[config.mk]
export PLATFORM = sky130hd
export DESIGN_NAME = byte_serial_adder
export DESIGN_NICKNAME = d
export VERILOG_FILES = /design/src/rtl/byte_serial_adder.sv
export SDC_FILE = /design/constraint.sdc
export NUM_CORES = 1
export LEC_CHECK = 0
export ABC_AREA = 1
export CAP_MARGIN = 20
export CORE_UTILIZATION = 53
export CTS_BUF_LIST = sky130_fd_sc_hd__clkbuf_2
export DETAILED_ROUTE_END_ITERATION = 16
export GPL_TIMING_DRIVEN = 0
export HOLD_SLACK_MARGIN = 0.06
export PLACE_DENSITY = 0.88
export SLEW_MARGIN = 15
export SYNTH_ARGS = -nofsm -noshare
export SYNTH_HDL_FRONTEND = slang
export SYNTH_SLANG_ARGS = --single-unit
[constraint.sdc]
create_clock -name clk -period 2.3 [get_ports clk]
set_input_delay 0.69 -clock clk [delete_from_list [all_inputs] [get_ports clk]]
set_output_delay 0.69 -clock clk [all_outputs]
set_load 0.005 [all_outputs]
[src/rtl/byte_serial_adder.sv]
// Multi-byte adder controller that drives an external 8-bit byte adder, LSB byte first.
// Optional subtract mode is enabled by defining BYTE_SERIAL_SUB_EN (adds the 'sub' port).
module byte_serial_adder #(
   parameter int NBYTES = 4
) (
   input  logic                  clk,
   input  logic                  rst_n,
   input  logic                  start,
   input  logic [8*NBYTES-1:0]   a_in,
   input  logic [8*NBYTES-1:0]   b_in,
   input  logic                  cin,
`ifdef BYTE_SERIAL_SUB_EN
   input  logic                  sub,
`endif
   output logic                  busy,
   output logic                  done,
   output logic [8*NBYTES-1:0]   sum,
   output logic                  cout,
   output logic [7:0]            add_a,
   output logic [7:0]            add_b,
   output logic                  add_c,
   input  logic [7:0]            add_s,
   input  logic                  add_co,
   output logic [1:0]            dbg_state
);

   localparam int IW = (NBYTES > 1) ? $clog2(NBYTES) : 1;

   typedef enum logic [1:0] {
      S_IDLE = 2'd0,
      S_RUN  = 2'd1,
      S_DONE = 2'd2
   } state_t;

   // Handshake: start is sampled only in IDLE; busy covers the RUN cycles and
   // done pulses once when sum/cout are valid. There is no backpressure.
   state_t                   r_state;
   logic [NBYTES-1:0][7:0]   r_a;
   logic [NBYTES-1:0][7:0]   r_b;
   logic [NBYTES-1:0][7:0]   r_sum;
   logic [IW-1:0]            r_idx;
   logic                     r_carry;
   logic                     r_cout;
   logic                     r_busy;
   logic                     r_done;

   logic [8*NBYTES-1:0]      w_b_load;
   logic                     w_c_load;

`ifdef BYTE_SERIAL_SUB_EN
   // Subtract as A + ~B + 1; cout=1 then means no borrow.
   assign w_b_load = sub ? ~b_in : b_in;
   assign w_c_load = sub ? 1'b1 : cin;
`else
   assign w_b_load = b_in;
   assign w_c_load = cin;
`endif

   always_ff @(posedge clk or negedge rst_n) begin
      if (!rst_n) begin
         r_state <= S_IDLE;
         r_a     <= '0;
         r_b     <= '0;
         r_sum   <= '0;
         r_idx   <= '0;
         r_carry <= 1'b0;
         r_cout  <= 1'b0;
         r_busy  <= 1'b0;
         r_done  <= 1'b0;
      end else begin
         case (r_state)
            S_IDLE: begin
               r_done <= 1'b0;
               if (start) begin
                  r_a     <= a_in;
                  r_b     <= w_b_load;
                  r_carry <= w_c_load;
                  r_idx   <= '0;
                  r_busy  <= 1'b1;
                  r_state <= S_RUN;
               end
            end
            S_RUN: begin
               r_sum[r_idx] <= add_s;
               r_carry      <= add_co;
               r_idx        <= r_idx + 1'b1;
               if (r_idx == IW'(NBYTES - 1)) begin
                  r_cout  <= add_co;
                  r_busy  <= 1'b0;
                  r_done  <= 1'b1;
                  r_state <= S_DONE;
               end
            end
            S_DONE: begin
               r_done  <= 1'b0;
               r_state <= S_IDLE;
            end
            default: begin
               r_busy  <= 1'b0;
               r_done  <= 1'b0;
               r_state <= S_IDLE;
            end
         endcase
      end
   end

   // Carry into the byte adder comes only from the registered carry.
   assign add_a     = (r_state == S_RUN) ? r_a[r_idx] : 8'h00;
   assign add_b     = (r_state == S_RUN) ? r_b[r_idx] : 8'h00;
   assign add_c     = (r_state == S_RUN) ? r_carry    : 1'b0;

   assign busy      = r_busy;
   assign done      = r_done;
   assign sum       = r_sum;
   assign cout      = r_cout;
   assign dbg_state = r_state;

endmodule

After elaboration in Yosys (flattened, before gate mapping):

Index checks and enable logic that the tools add are counted.
W data, S select, Z words.

* add/sub/neg operators: 1
* $mul: 0
* divide/modulo/power cells: 0
* order comparisons: 2
* equal/unequal tests: 5
* shift operators: 0
* mux-type cells: 22
* bitwise operators: 1
* reduce and logical (&&, ||, !) cells: 8

Operators with widths (count)
* $mux W8: 5
* $bmux W8 S2: 2
* $bwmux W32: 1
* $demux W8 S2: 1
* $pmux W2 S2: 2
* $reduce_and A2 Y1: 4
* $mux W1: 6
* $mux W2: 3
* $eq A2 B2 Y1 const B: 2
* $ne A2 B2 Y1 const B: 2
* $lt A2 B3 Y1 const B: 1
* $pmux W1 S3: 1
* $reduce_and A3 Y1: 1
* $add A2 B1 Y2 const B: 1
* $eq A2 B1 Y1 const B: 1
* $ge A2 B1 Y1 const B: 1
* $logic_not A2 Y1: 1
* $pmux W1 S2: 1
* $reduce_bool A2 Y1: 1
* $logic_and A1 B1 Y1: 1
* $not A1 Y1: 1

* flip-flop bits (word level): 104
* latch bits: 0
* memory bits (writable): 0
* bits in read-only memories: 0
* input bits: 77
* output and inout port bits: 54
* logic and storage cells: 57
* memories kept: 0

Logic depth before layout (Yosys ltp):

Gate-level depths: netlist (run 1).

* depth after elaboration: 5
* mapped depth: 8
* depth with buffers taken out: 6

Worst setup path before layout (run 1):

Ideal clock, no wire load.

* path kind: reg-to-output
* from: register r_idx[1]
* to: output port add_a[0]
* data arrival time: 1059 ps
* data required time: 1610 ps
* path slack: 551 ps
* stages on the path, launching flop included: 6
* path buffers: 2
* path through: dfrtp_1 > buf_4 > clkinv_1 > buf_4 > nand3_1 > a21oi_1

* longest elaborated chain between the ends: 3

Ends and longest elaborated chain
* from (decl): RTL line 41 `logic [IW-1:0] r_idx;`
* from (signal assigned): RTL line 86 `r_idx <= r_idx + 1'b1;`
* $bmux W8 S2: RTL line 108 `assign add_a = (r_state == S_RUN) ? r_a[r_idx] : 8'h00;`
* $mux W8 (not written as such): RTL line 108
* $mux W8: RTL line 108
* to (decl): RTL line 19 `output logic [7:0] add_a,`

No other way between the ends. The select of a mux whose other input is x is not followed.

Final worst setup path (run 1):

* from: register r_idx[0]
* to: output port add_a[4]

The elaborated chain is that of the path after synthesis.

==> impl_metrics.env, run 1 <==
export IMPL_peakVddDrop_mv=0.8338
export IMPL_pre_cts_ws_ns=-0.2200
export IMPL_cts_buffers=9
export IMPL_n_antenna_cell=0
export IMPL_tightestPinTransition_ns=0.5537
export IMPL_syn_inst=548
export IMPL_drive_above_1_share_pct=19.02
export IMPL_hold_path_class="primary input to asynchronous set/reset pin"
export IMPL_start_util_pct=55.30
export IMPL_max_cap_violations=0
export IMPL_cp_cell_sequence="buf_6 > inv_8 > clkbuf_16 > nand2_4 > nand3_4 > a21oi_4 > buf_2"
export IMPL_core_area_mm2=0.008299
export IMPL_grt_max_degree=92
export IMPL_avgSynthCellArea_um2=8.375
export IMPL_fin_crit_sh_pct=111.0
export IMPL_drtAntennaViolNets=0
export IMPL_grt_setup_unrepaired="true"
export IMPL_cts_root_buffer="clkbuf_2"
export IMPL_slew_viol_final=0
export IMPL_yosys_warnings=0
export IMPL_viasPerCell=5.605
export IMPL_first_global_vias=4532
export IMPL_ys_types=20
export IMPL_finalNonFillerCells=820
export IMPL_path_clk_slew_ns=0.30
export IMPL_critPathSlowestCell="dfrtp_1"
export IMPL_wire_per_inst_um=17.93
export IMPL_critPathMaxFanout=10
export IMPL_vias=4596
export IMPL_final_util_pct=79.33
export IMPL_cts_tree="done"
export IMPL_violations="negative setup slack"
export IMPL_syn_area_mm2=0.004589
export IMPL_worstSkewPairLatency_ns=0.58
export IMPL_final_setup_worst_slack_ns=-0.2526
export IMPL_num_rows=33
export IMPL_htree_levels=3
export IMPL_powerDensity_mw_per_mm2=1379
export IMPL_critPathBufInv=4
export IMPL_power_total_mw=9.076
export IMPL_crit_arrival_ns=1.86
export IMPL_clock_skew_ns=0.03272
export IMPL_dp_hpwl_um=9034
export IMPL_wl_um=14700
export IMPL_antenna_found_initial=0
export IMPL_nets=791
export IMPL_ys_seq_area_share_pct=56.71
export IMPL_status="finished with violations"
export IMPL_synthToLayoutAreaGrowth_pct=43.46
export IMPL_grt_pass1_wl_um=21120
export IMPL_hold_violations=0
export IMPL_ioPinCount=131
export IMPL_relSlewSlack_pct=63.09
export IMPL_max_freq_ghz=0.3918
export IMPL_syn_nets=629
export IMPL_route_detailed_drc=0
export IMPL_die_area_mm2=0.009035
export IMPL_port_buffers=130
export IMPL_cpLargestDelayFamily="buffers and inverters"
export IMPL_dp_cells=784
export IMPL_finalWeightedCongestion=0.8737
export IMPL_holdWs_ns=0.4321
export IMPL_die_y_um=95.06
export IMPL_criticalPathCategory="register to output pin"
export IMPL_grt_overflow=0
export IMPL_firstDrtPassIters=7
export IMPL_grt_usage_pct=31.17
export IMPL_clock_sinks=104
export IMPL_setup_viol=16
export IMPL_cts_buffer_depth=2
export IMPL_drt_initial_drc_count=372
export IMPL_die_w_um=95.06
export IMPL_leakage_nw=3.307
export IMPL_fin_crit_ns=2.553
export IMPL_cp_start_kind="register"
export IMPL_cp_end_kind="output pin"
export IMPL_ys_seq_elements=104
export IMPL_critPathMaxStageDelay_ns=0.45
export IMPL_required_ns=1.61
metal layers:
metal	wire length (um)	global-route usage, %	share of wire (%)	vias to the layer above
met4	829	16.04	5.6	0
met2	6838	51.02	47	345
li1	-	-	-	2026
met1	5393	37.15	37	2131
met5	0	0	0	-
met3	1639	9.569	11	94
worst paths after layout:
check                                          start             endpoint  slack (ns)  cells after the start
worst max register to register  r_idx[1]$_DFFE_PN0P_   sum[8]$_DFFE_PN0P_        0.54                      9
worst min-delay path                           rst_n  r_a[14]$_DFFE_PN0P_        0.43                      2
worst min register to register    sum[9]$_DFFE_PN0P_   sum[9]$_DFFE_PN0P_        0.52                      2
min in group clk                  sum[9]$_DFFE_PN0P_   sum[9]$_DFFE_PN0P_        0.52                      2
worst max-delay path            r_idx[0]$_DFFE_PN0P_             add_a[4]       -0.25                      7
max in group asynchronous                      rst_n   sum[9]$_DFFE_PN0P_        1.14                      3
registers in the layout (all words and copies together), names as in the netlist:
name and cells:
r_a 32, r_b 32, sum 32, dbg_state 2, r_idx 2, busy 1, cout 1, done 1
r_carry 1
cells in the final DEF, fill, tap and decap left out, drive strengths merged, types with 20 or more instances in the layout:
cell           count
a21oi             81
buf               57
clkbuf            20
clkdlybuf4s50    110
dfrtp            104
inv               81
nand2            108
nand3             34
nor2              69
o21ai             37
report_power, final:
part           total [mW]  leakage (nW)  switching, mW  internal, mW
registers            3.08          1.19          0.382          2.69
logic                5.23          2.06           2.91          2.32
clock network       0.768        0.0587          0.617         0.151
total                9.08          3.31           3.91          5.17
synth_stat cells (all sizes together):
library cell | n | area [um^2]
o21ai | 37 | 185.2
inv | 79 | 296.5
clkinv | 2 | 12.51
buf | 22 | 135.1
nand3 | 34 | 175.2
nor2 | 69 | 259.0
nand2 | 108 | 437.9
a21oi | 81 | 405.4
dfrtp | 104 | 2603
ha | 4 | 50.05
clkbuf | 8 | 30.03
through the flow:
step                      area (um^2)  setup TNS, ns
after floorplan                  4589              0
after global placement           6022        -325.90
after detailed placement         6051         -2.374
after CTS                        6394         -2.770
after global routing             6584         -4.632
final                            6584         -3.305
cell families (layout without fill, tap and decap cells):
group	count (synthesis)	in the layout	share of synthesized area, %
and+or+nand+nor	211	211	19.00
AOI/OAI and AO/OA	118	118	12.87
DFF	104	104	56.71
buffers and inverters	111	278	10.33
adders and majority gates	4	4	1.091
final cells by class:
type,instances,area (um^2)
Buffer,30,261.5
Clock buffer,10,50.05
Clock inverter,6,42.54
Fill cell,497,1715
Inverter,81,329.1
Multi-Input combinational cell,333,1734
Sequential cell,104,2603
Tap cell,105,131.4
Timing Repair Buffer,150,1424
Timing Repair inverter,1,8.758
repair_timing:
item | 4_1_cts | 5_1_grt
hold buffers | 1 | 0
cloned | 2 | 1
hold endpoints to repair | 13 | 0
pin swaps | 10 | 9
resized for setup | 118 | 43
setup buffers | 11 | 5
setup endpoints to repair | 17 | 19
Power figures use the tool's default switching activity.
==> run 2: changes to the inputs <==
--- a/config.mk
+++ b/config.mk
@@ -7,12 +7,12 @@
 export LEC_CHECK = 0
 export ABC_AREA = 1
 export CAP_MARGIN = 20
-export CORE_UTILIZATION = 53
+export CORE_UTILIZATION = 25
 export CTS_BUF_LIST = sky130_fd_sc_hd__clkbuf_2
 export DETAILED_ROUTE_END_ITERATION = 16
 export GPL_TIMING_DRIVEN = 0
 export HOLD_SLACK_MARGIN = 0.06
-export PLACE_DENSITY = 0.88
+export PLACE_DENSITY = 0.47
 export SLEW_MARGIN = 15
 export SYNTH_ARGS = -nofsm -noshare
 export SYNTH_HDL_FRONTEND = slang
==> run 2 against run 1 <==
- the flow still finishes with violations (negative setup slack)
- critical path type unchanged
- critical endpoint is now add_b[5]
- largest power group unchanged
- cell count grew 15%
- flip-flop and latch count is the same
- maximum frequency grew 0.70%
- count of clock-buffer cells in the layout grew 1
==> impl_metrics.env, run 2 (synthesis results as in run 1) <==
export IMPL_max_freq_ghz=0.3945
export IMPL_power_frac_clock_pct=10.0
export IMPL_holdWs_ns=0.5137
export IMPL_drtAntennaViolNets=0
export IMPL_wire_per_inst_um=15.33
export IMPL_clock_skew_ns=0.03727
export IMPL_finalSetupTns_ns=-2.996
export IMPL_grt_max_degree=60
export IMPL_synthToLayoutAreaGrowth_pct=48.42
export IMPL_setup_viol=16
export IMPL_powerDensity_mw_per_mm2=1304
export IMPL_ioPinCount=131
export IMPL_fin_crit_sh_pct=110.2
export IMPL_firstDrtPassIters=5
export IMPL_slew_viol_final=0
export IMPL_cts_tree="done"
export IMPL_fill_cells=1875
export IMPL_path_clk_slew_ns=0.27
export IMPL_grt_overflow=0
export IMPL_drive_above_1_share_pct=18.91
export IMPL_die_w_um=137.5
export IMPL_antenna_found_initial=0
export IMPL_start_util_pct=25.55
export IMPL_p_int_mw=5.239
export IMPL_first_global_vias=4285
export IMPL_hold_path_class="register to register"
export IMPL_htree_levels=3
export IMPL_nets=790
export IMPL_p_sw_mw=3.641
export IMPL_viasPerCell=4.391
export IMPL_critPathMaxFanout=10
export IMPL_criticalPathCategory="register to output pin"
export IMPL_leakage_nw=3.606
export IMPL_peakVddDrop_mv=0.4943
export IMPL_grt_setup_unrepaired="true"
export IMPL_die_y_um=137.5
export IMPL_vias=4141
export IMPL_grt_pass1_wl_um=22850
export IMPL_finalNonFillerCells=943
export IMPL_power_frac_seq_pct=34.1
export IMPL_route_detailed_drc=0
export IMPL_pre_cts_ws_ns=-0.3753
export IMPL_core_area_mm2=0.01796
export IMPL_n_antenna_cell=0
export IMPL_drt_initial_drc_count=152
export IMPL_finalWeightedCongestion=0.8166
export IMPL_wl_um=14460
export IMPL_num_rows=49
export IMPL_final_setup_worst_slack_ns=-0.2347
export IMPL_p_comb_share_pct=55.9
export IMPL_cts_buffer_depth=2
export IMPL_status="finished with violations"
export IMPL_dp_hpwl_um=10560
export IMPL_reg2reg_depth=8
export IMPL_crit_arrival_ns=1.84
export IMPL_relSlewSlack_pct=60.95
export IMPL_violations="negative setup slack"
export IMPL_cts_root_buffer="clkbuf_2"
export IMPL_power_total_mw=8.881
export IMPL_port_buffers=130
export IMPL_clock_sinks=104
export IMPL_worstSkewPairLatency_ns=0.60
export IMPL_dp_cells=908
export IMPL_p_sw_share_pct=41.00
export IMPL_final_cell_mix="dfrtp_1 (103), nand2_1 (89), clkdlybuf4s50_1 (82)"
export IMPL_whs_path_depth=2
export IMPL_fin_crit_ns=2.535
export IMPL_tightestPinTransition_ns=0.5857
export IMPL_final_common_cell="dfrtp_1"
export IMPL_hold_violations=0
export IMPL_cp_end_kind="output pin"
export IMPL_cts_buffers=9
export IMPL_max_cap_violations=0
export IMPL_die_area_mm2=0.01890
export IMPL_grt_usage_pct=16.12
export IMPL_cp_start_kind="register"
export IMPL_required_ns=1.61
## run 2: routing by layer
layer / share of wire, % / track usage [%] / wire (um) / vias up
met1: 44 / 20.52 / 6421 / 1972
li1: - / - / - / 2028
met3: 7.2 / 4.636 / 1035 / 17
met4: 1.6 / 5.311 / 232 / 0
met2: 47 / 26.10 / 6771 / 124
met5: 0 / 0 / 0 / -
## run 2: what timing repair did
action | in CTS | in global routing
pin swaps | 14 | 8
gates cloned | 1 | 1
setup endpoints to repair | 21 | 44
endpoints found under the hold margin | 58 | 0
resized for setup | 141 | 51
hold buffers | 1 | 0
buffers inserted | 11 | 5
## run 2: cell type report
class                      count  area, um^2  share of cell area, %
multi-input combinational    333        1702                  24.98
buffer                        30       284.0                  4.170
timing repair buffer         150        1495                  21.95
tap                          229       286.5                  4.206
clock inverter                 5       56.30                 0.8266
clock buffer                  11       55.05                 0.8082
sequential                   104        2604                  38.23
inverter                      81       329.1                  4.831
## run 2: critical path, stage by stage, from the launching register on
cell and delay [ns]:
dfrtp_1 0.45, buf_6 0.15, clkbuf_8 0.17, nand2_1 0.08, nand3_1 0.10, a21oi_2 0.17, buf_2 0.14
## run 2: path summary, 6_finish.rpt
kind                                       from                   to  slack (ns)
max                        r_idx[0]$_DFFE_PN0P_             add_b[5]       -0.23
max in group asynchronous                 rst_n  sum[17]$_DFFE_PN0P_        1.05
min                          sum[2]$_DFFE_PN0P_   sum[2]$_DFFE_PN0P_        0.51
min reg2reg                  sum[2]$_DFFE_PN0P_   sum[2]$_DFFE_PN0P_        0.51
min in group asynchronous                 rst_n  r_b[31]$_DFFE_PN0P_        0.58
max reg2reg                r_idx[0]$_DFFE_PN0P_  sum[20]$_DFFE_PN0P_        0.61
## run 2: power groups by stage
stage | sequential (mW) | combinational, mW | clock [mW]
floorplan | 3.04 | 2.27 | 0
global placement | 3.06 | 4.34 | 0
detailed placement | 3.08 | 4.39 | 0
CTS | 3.03 | 4.85 | 0.940
global route | 3.13 | 5.55 | 1.01
finish | 3.03 | 4.97 | 0.885
## run 2: through the flow
step / instance area (um^2) / utilization (%)
6_report: 6812 / 37.92
4_1_cts: 6608 / 36.78
5_1_grt: 6812 / 37.92
3_5_place_dp: 6206 / 34.55
3_3_place_gp: 6177 / 34.39
2_1_floorplan: 4589 / -
==> run 3: changes to the inputs <==
--- a/config.mk
+++ b/config.mk
@@ -7,6 +7,7 @@
 export LEC_CHECK = 0
 export ABC_AREA = 1
 export CAP_MARGIN = 20
+export CORE_ASPECT_RATIO = 0.9
 export CORE_UTILIZATION = 25
 export CTS_BUF_LIST = sky130_fd_sc_hd__clkbuf_2
 export DETAILED_ROUTE_END_ITERATION = 16
==> run 3 against run 2 <==
- the run still ends with negative setup slack left
- total power up 2.0%
- die area is essentially flat
- combinational power grew 4%
- utilization up 0.79 points
- count of clock-buffer cells in the layout shrank 2
- design area grew 1.1%
- routed wire length is 2.5% higher
- sequential share of layout area fell by 0.40 points
==> impl_metrics.env, run 3 (synthesis results as in run 1) <==
export IMPL_final_common_cell="dfrtp_1"
export IMPL_viasPerCell=4.301
export IMPL_grt_pass1_wl_um=23000
export IMPL_drtAntennaViolNets=0
export IMPL_htree_levels=3
export IMPL_n_antenna_cell=0
export IMPL_leakage_nw=3.560
export IMPL_violations="negative setup slack"
export IMPL_power_frac_seq_pct=33.2
export IMPL_die_area_mm2=0.01890
export IMPL_status="finished with violations"
export IMPL_finalNonFillerCells=961
export IMPL_dp_hpwl_um=10650
export IMPL_multiInputGateArea_mm2=0.001720
export IMPL_fin_crit_ns=2.514
export IMPL_setup_viol=16
export IMPL_ioPinCount=131
export IMPL_cts_buffers=9
export IMPL_hold_path_class="primary input to asynchronous set/reset pin"
export IMPL_pre_cts_ws_ns=-0.3324
export IMPL_hold_violations=0
export IMPL_max_cap_violations=0
export IMPL_final_util_pct=38.71
export IMPL_synthToLayoutAreaGrowth_pct=50.00
export IMPL_start_util_pct=25.81
export IMPL_required_ns=1.61
export IMPL_nets=797
export IMPL_clock_skew_ns=0.04839
export IMPL_grt_max_degree=61
export IMPL_finalWeightedCongestion=0.8294
export IMPL_drt_initial_drc_count=135
export IMPL_crit_arrival_ns=1.82
export IMPL_power_frac_clock_pct=9.9
export IMPL_worstSkewPairLatency_ns=0.63
export IMPL_firstDrtPassIters=4
export IMPL_cp_end_kind="output pin"
export IMPL_cts_root_buffer="clkbuf_2"
export IMPL_wl_um=14820
export IMPL_regArea_mm2=0.002604
export IMPL_grt_overflow=0
export IMPL_p_sw_mw=3.738
export IMPL_max_freq_ghz=0.3978
export IMPL_power_total_mw=9.058
export IMPL_cts_tree="done"
export IMPL_clock_sinks=104
export IMPL_die_y_um=130.5
export IMPL_fill_cells=1839
export IMPL_r2r_start="r_idx[1]$_DFFE_PN0P_"
export IMPL_p_comb_share_pct=56.9
export IMPL_core_area_mm2=0.01778
export IMPL_powerDensity_mw_per_mm2=1316
export IMPL_relSlewSlack_pct=64.08
export IMPL_route_detailed_drc=0
export IMPL_fin_crit_sh_pct=109.3
export IMPL_antenna_found_initial=0
export IMPL_port_buffers=130
export IMPL_vias=4133
export IMPL_final_setup_worst_slack_ns=-0.2138
export IMPL_num_rows=46
export IMPL_wire_per_inst_um=15.42
export IMPL_dp_cells=919
export IMPL_drive_above_1_share_pct=19.97
export IMPL_path_clk_slew_ns=0.31
export IMPL_tightestPinTransition_ns=0.5387
export IMPL_crit_start="r_idx[1]$_DFFE_PN0P_"
export IMPL_p_sw_share_pct=41.27
export IMPL_first_global_vias=4289
export IMPL_peakVddDrop_mv=0.5564
export IMPL_slew_viol_final=0
export IMPL_critPathMaxFanout=5
export IMPL_holdWs_ns=0.4946
export IMPL_cp_start_kind="register"
export IMPL_die_w_um=144.8
export IMPL_p_int_mw=5.320
export IMPL_cts_buffer_depth=2
export IMPL_grt_setup_unrepaired="true"
export IMPL_criticalPathCategory="register to output pin"
export IMPL_final_cell_mix="dfrtp_1 (103), nand2_1 (92), clkdlybuf4s50_1 (79)"
export IMPL_grt_usage_pct=16.37
==> run 3: worst paths after layout <==
check                                           end  slack [ns]  depth (start not counted)
max reg2reg                     sum[14]$_DFFE_PN0P_        0.63                         10
min in group clk                sum[28]$_DFFE_PN0P_        0.52                          2
max in group asynchronous  dbg_state[0]$_DFFE_PN0P_        1.08                          3
max                                        add_b[0]       -0.21                          7
min reg2reg                     sum[28]$_DFFE_PN0P_        0.52                          2
min                             r_a[27]$_DFFE_PN0P_        0.49                          2
==> run 3: layout make-up <==
cell class | instances | share of cell area [%]
clock inverter | 7 | 0.9996
buffer | 30 | 4.217
timing repair inverter | 1 | 0.09088
timing repair buffer | 156 | 22.08
multi-input combinational | 333 | 24.99
tap | 240 | 4.362
inverter | 81 | 4.780
sequential | 104 | 37.82
clock buffer | 9 | 0.6543
==> run 3: worst max-delay path: stages, from the launching register on <==
cell and delay, ns:
dfrtp_1 0.45, buf_6 0.15, clkinv_8 0.05, buf_8 0.10, buf_8 0.11, nand3_2 0.09, a21oi_2 0.17, buf_2 0.13
==> run 3: what timing repair did <==
action                                 4_1_cts  5_1_grt
gates cloned                                 3        1
setup endpoints to repair                   36       32
pin swaps                                   18       12
gates resized for setup                    162       31
buffers inserted                            19        2
endpoints found under the hold margin       44        0
hold buffers                                 1        0
==> run 3: per-layer routing <==
layer,up-vias,part of all wire [%],global-route usage [%]
met5,-,0,0
met1,1961,44,20.75
met2,122,47,26.89
met4,0,0.97,3.963
li1,2039,-,-
met3,11,8.2,5.430
==> run 3: per-stage QoR <==
stage / setup TNS, ns / instance area [um^2]
finish: -2.930 / 6884
global route: -5.647 / 6884
global placement: -366.99 / 6191
CTS: -4.448 / 6744
detailed placement: -3.941 / 6220
floorplan: 0 / 4589
==> run 3: power groups by stage <==
stage	logic, mW	registers [mW]	clock network (mW)
2_1_floorplan	2.27	3.04	0
3_3_place_gp	4.33	3.05	0
3_5_place_dp	4.41	3.07	0
4_1_cts	5.07	3.02	0.944
5_1_grt	5.72	3.10	1.02
6_report	5.16	3.01	0.896
